### src/rtl/stoch_to_bin_if.sv
// Result channel of stoch_to_bin: decoded count with a valid/ready handshake.
// The producer drives out/valid through the master modport, and the consumer drives ready.
interface stoch_to_bin_if #(
    parameter int W = 8
) ();
    logic [W:0] out;
    logic       valid;
    logic       ready;

    modport master (
        output out,
        output valid,
        input  ready
    );

    modport slave (
        input  out,
        input  valid,
        output ready
    );
endinterface

### src/rtl/stoch_to_bin.sv
// stoch_to_bin: counts the ones of a stochastic bitstream over 2^W enabled samples.
// Defining STOCH_TO_BIN_RESCALE_EN loads min(count * SCALE_N, 2^W) instead of the raw count.
module stoch_to_bin #(
    parameter int W       = 8,
    parameter int SCALE_N = 3
) (
    input  logic           clk,
    input  logic           rst_n,
    input  logic           en,
    input  logic           start,
    input  logic           in,
    output logic           busy,
    stoch_to_bin_if.master res
);
    typedef enum logic [1:0] {
        IDLE,
        COUNT,
        HOLD
    } state_t;

    localparam logic [W:0] LAST_IDX = {1'b0, {W{1'b1}}};
    localparam logic [W:0] FULL     = {1'b1, {W{1'b0}}};
    localparam logic [W:0] ONE      = {{W{1'b0}}, 1'b1};

    state_t     state;
    logic [W:0] sample_cnt;
    logic [W:0] ones_cnt;
    logic [W:0] final_cnt;
    logic [W:0] result;

    if (SCALE_N < 1) begin : g_scale_check
        $error("stoch_to_bin: SCALE_N must be at least 1");
    end

    // Count including the sample taken on the current edge.
    assign final_cnt = ones_cnt + {{W{1'b0}}, in};

`ifdef STOCH_TO_BIN_RESCALE_EN
    localparam int PW = $clog2(SCALE_N * (2 ** W) + 1);

    logic [PW-1:0] product;

    always_comb begin
        product = PW'(final_cnt) * PW'(SCALE_N);
        result  = (product > PW'(FULL)) ? FULL : product[W:0];
    end
`else
    assign result = final_cnt;
`endif

    always_ff @(posedge clk or negedge rst_n) begin
        if (!rst_n) begin
            state      <= IDLE;
            sample_cnt <= '0;
            ones_cnt   <= '0;
            res.out    <= '0;
            res.valid  <= 1'b0;
            busy       <= 1'b0;
        end else begin
            case (state)
                IDLE: begin
                    if (start) begin
                        state      <= COUNT;
                        sample_cnt <= '0;
                        ones_cnt   <= '0;
                        busy       <= 1'b1;
                    end
                end
                COUNT: begin
                    if (en) begin
                        sample_cnt <= sample_cnt + ONE;
                        ones_cnt   <= final_cnt;
                        if (sample_cnt == LAST_IDX) begin
                            state     <= HOLD;
                            res.out   <= result;
                            res.valid <= 1'b1;
                            busy      <= 1'b0;
                        end
                    end
                end
                HOLD: begin
                    // A transfer with START set doubles as the start of the next window.
                    if (res.ready) begin
                        res.valid <= 1'b0;
                        if (start) begin
                            state      <= COUNT;
                            sample_cnt <= '0;
                            ones_cnt   <= '0;
                            busy       <= 1'b1;
                        end else begin
                            state <= IDLE;
                        end
                    end
                end
                default: begin
                    state <= IDLE;
                end
            endcase
        end
    end
endmodule
### src/flat_wrapper.sv
// flat-port wrapper written by rule: the top's interface ports become plain ports
module stoch_to_bin_flat 
#(
    parameter int W       = 8,
    parameter int SCALE_N = 3
)
  (clk, rst_n, en, start, in, busy, res_out, res_valid, res_ready);
  stoch_to_bin_if #(.W(W)) res_i ();
  input  logic clk;
  input  logic rst_n;
  input  logic en;
  input  logic start;
  input  logic in;
  output logic busy;
  output wire logic [$bits(res_i.out)-1:0] res_out;
  output wire logic [$bits(res_i.valid)-1:0] res_valid;
  input wire logic [$bits(res_i.ready)-1:0] res_ready;
  assign res_out = res_i.out;
  assign res_valid = res_i.valid;
  assign res_i.ready = res_ready;
  stoch_to_bin #(.W(W), .SCALE_N(SCALE_N)) u_core (.clk(clk), .rst_n(rst_n), .en(en), .start(start), .in(in), .busy(busy), .res(res_i));
endmodule
### config.mk
export PLATFORM = sky130hd
export DESIGN_NAME = stoch_to_bin_flat
export DESIGN_NICKNAME = d
export VERILOG_FILES = /design/src/rtl/stoch_to_bin_if.sv /design/src/rtl/stoch_to_bin.sv /design/src/flat_wrapper.sv
export SDC_FILE = /design/constraint.sdc
export NUM_CORES = 1
export LEC_CHECK = 0
export ABC_CLOCK_PERIOD_IN_PS = 1500
export CAP_MARGIN = 0
export CORE_MARGIN = 2
export CORE_UTILIZATION = 40
export CTS_CLUSTER_DIAMETER = 150
export CTS_CLUSTER_SIZE = 28
export DETAILED_ROUTE_END_ITERATION = 12
export PLACE_DENSITY = 0.69
export SYNTH_ARGS = -nofsm -noshare
export SYNTH_HDL_FRONTEND = slang
export SYNTH_SLANG_ARGS = --single-unit
### constraint.sdc
create_clock -name clk -period 1.5 [get_ports clk]
set_input_delay 0.15 -clock clk [delete_from_list [all_inputs] [get_ports clk]]
set_output_delay 0.15 -clock clk [all_outputs]
set_load 0.01 [all_outputs]
==> results.md <==
* Final period utilization at 1.07
* Initial antenna violation count at 0
* Dpl cell area at a little under 2000 um2
* Synth Flop Type: dfrtp_1
* Via count at 1236
* Die Span Y at 65.5 um
* GR Util met2 at 0.272
* Vias per std cell at 5.13
* Rows at 22
* Htree depth at 2
* Fin nets at slightly above 200
* Synthesized area at ~1500 um2
* Met1 usage at 0.221
* RSZ-0062 raised after global routing: true
* GRT busiest layer: met2
* Largest net degree at the start of global routing at 32
* Final Hold Vio Count at 0
* Cell area after layout at between 2000 and 2500 um2
* Post-Synthesis Cells at 151
* Total GRT Usage at 0.173
* Clk_skew at 0.00593 ns
* Die width at about 66 um
* Tightest Pin Transition at 0.401 ns
* Cts bufs inserted at 5
* Crit-path max FO at 2
* GPL Wtd Cong at between 0.7 and 0.8
* Worst r2r src: u_core.sample_cnt[0]
* Shortest period the worst path allows at 1.60 ns
* Critical path class: flip-flop to flip-flop
* Clock latency on the worst-skew pair at 0.29 ns
* CTS tree: yes
* Core box area at between 3000 and 4000 um2
* GRT overflow at 0
* DR DRC count at 0
* DIE AREA at ~4300 um2
* Synth Register Bits at 31
* Hpwl dp at 2220 um
* Yosys synthesis warning count at 0
* Violated checks: negative setup slack
* First-pass GRT wire length at 5600 um
* Pre-CTS WS at -0.323 ns
* Share of cells above drive strength 1 at 0.264
* P&R area growth vs syn at 36.4%
* Min-delay worst type: primary input to async pin
* Startpoint types: flip-flop
* Max-Cap Viols at 0
* Worst Setup SP: u_core.sample_cnt[0]
* Status: finished, violations left
* Antenna viol nets, final at 0
* Distinct cells, synth at 27
* DR WL/cell at 13.1 um
* Critical Path End Type: flip-flop
* Worst-path clk slew at 0.06 ns
* Port buffer count at 16
* Fin. max-slew vios at 0
* Register area share after synthesis at 0.512
* Critical path arrival at 1.77 ns
* Cell count of the worst reg-to-reg path at 7
* Hold-fix buffers at CTS at 0
* Drt first pass iters at 5
* Avg Cell Area, Syn at 10.0 um2
* Met3 Use GR at 0.0411
* Power density over the cells at 1030 nW/um2
* Peak VDD IR at 559 uV
* Lkg Pwr at 0.907 nW
* Io pins at 17
* EDFF count, synth at 0
* Final setup viols at 9
* Clock Path Buffers at 2
* Clk sink count at 31
* Critical Path RT at 1.67 ns
* Setup ws final at -0.103 ns
* Total inserted antenna cells at 0
* Vias in the first global route at about 1300
* Starting Density at 0.414
* Routed WL at 3170 um
* Max_slew headroom at 0.733
* Root Buffer: clkbuf_8
* Iteration-0 DRC Markers at 76
* Post-synth ARST share at 1.00
* Fmax achieved at 624 MHz
* Synth Net Count at 162
==> final cells by class <==
cell class	instances	area, um2
inverter	2	7.51
clock buffer	6	82.6
fill	323	1600
tap	48	60.1
sequential	31	778
clock inverter	1	5.00
timing repair buffer	44	408
multi-input combinational	109	724
==> routing by layer <==
layer	wire length (um)	vias up	share of wire
met5	0	-	0
met4	80	0	0.025
met3	98	7	0.031
met1	1500	593	0.47
li1	-	614	-
met2	1490	22	0.47
==> placed cells by master (no fill, tap or decap), types with 5 or more instances in the layout <==
master | Yosys | final
dfrtp_1 | 31 | 29
buf_4 | 0 | 25
o21ai_0 | 23 | 17
clkdlybuf4s50_1 | 0 | 16
nand2_1 | 16 | 15
nor2_1 | 10 | 9
o21ai_1 | 0 | 6
nand3_1 | 7 | 6
xor2_1 | 6 | 6
clkbuf_8 | 0 | 6
xnor2_1 | 5 | 5
a31oi_1 | 5 | 5
a21oi_1 | 5 | 5
==> power breakdown <==
| part | total [W] | switching (W) | internal (W) |
|---|---|---|---|
| clock network | 0.000663 | 0.000303 | 0.000359 |
| logic | 0.000474 | 0.000214 | 0.000260 |
| registers | 0.000991 | 0.0000666 | 0.000925 |
==> flip-flops by register name, indices dropped and copies added (netlist names) <==
name and cells:
u_core.sample_cnt 9, u_core.res.valid 1, u_core.state 2, u_core.ones_cnt 9
u_core.res.out 9, u_core.busy 1
==> repair_timing <==
item                                    CTS  global route
gates resized for setup                   2            13
endpoints found under the setup margin   11            14
buffers inserted                          2             1
hold endpoints to repair                  0             0
pin swaps                                 0             5
==> synth_stat cells, types with 3 or more instances <==
cell type,n,share of area
a31oi_1,5,0.021
xor2_1,6,0.035
a22o_1,3,0.017
nand3_1,7,0.023
o21ai_0,23,0.076
nor2_1,10,0.025
nand2_1,16,0.040
nand4_1,3,0.012
a21oi_1,5,0.017
ha_1,5,0.041
o31ai_1,4,0.020
buf_2,8,0.026
and3_1,4,0.017
dfrtp_1,31,0.51
xnor2_1,5,0.029
==> metrics by stage <==
stage / std cells / power [W] / TNS (ns) / hold WS, ns / util
3_3_place_gp: 231 / 0.00143 / -2.11 / 0.464 / 0.525
6_report: 241 / 0.00213 / -0.285 / 0.257 / 0.564
3_5_place_dp: 231 / 0.00145 / -2.94 / 0.478 / 0.525
4_1_cts: 240 / 0.00214 / -0.552 / 0.262 / 0.553
2_1_floorplan: 151 / 0.00122 / -0.797 / -0.146 / -
5_1_grt: 241 / 0.00224 / -1.70 / 0.306 / 0.564
==> logic make-up after synthesis <==
family	count (synthesis)	synth area share
AOI/OAI and AO/OA	42	0.161
xor gates and xnor gates	11	0.0636
adders and majority gates	5	0.0413
buffers and inverters	11	0.0388
DFF	31	0.512
muxes	2	0.0149
and+or+nand+nor	49	0.168
==> path summary, 6_finish.rpt <==
kind / to / slack [ns]
setup / recovery: u_core.res.out[0] / -0.10
hold / removal: u_core.sample_cnt[7] / 0.26
setup reg to reg: u_core.res.out[0] / -0.10
hold reg to reg: u_core.res.out[7] / 0.48
max in group asynchronous: u_core.state[1] / 0.93
min in group clk: u_core.res.out[7] / 0.48
==> worst max-delay path: stages, from the launching register on <==
cell and delay, ns:
dfrtp_1 0.35, ha_2 0.19, nand3_2 0.09, nor2_4 0.15, ha_4 0.14, nand4_1 0.12
buf_4 0.18, mux2_2 0.26
Power figures use the tool's default switching activity.
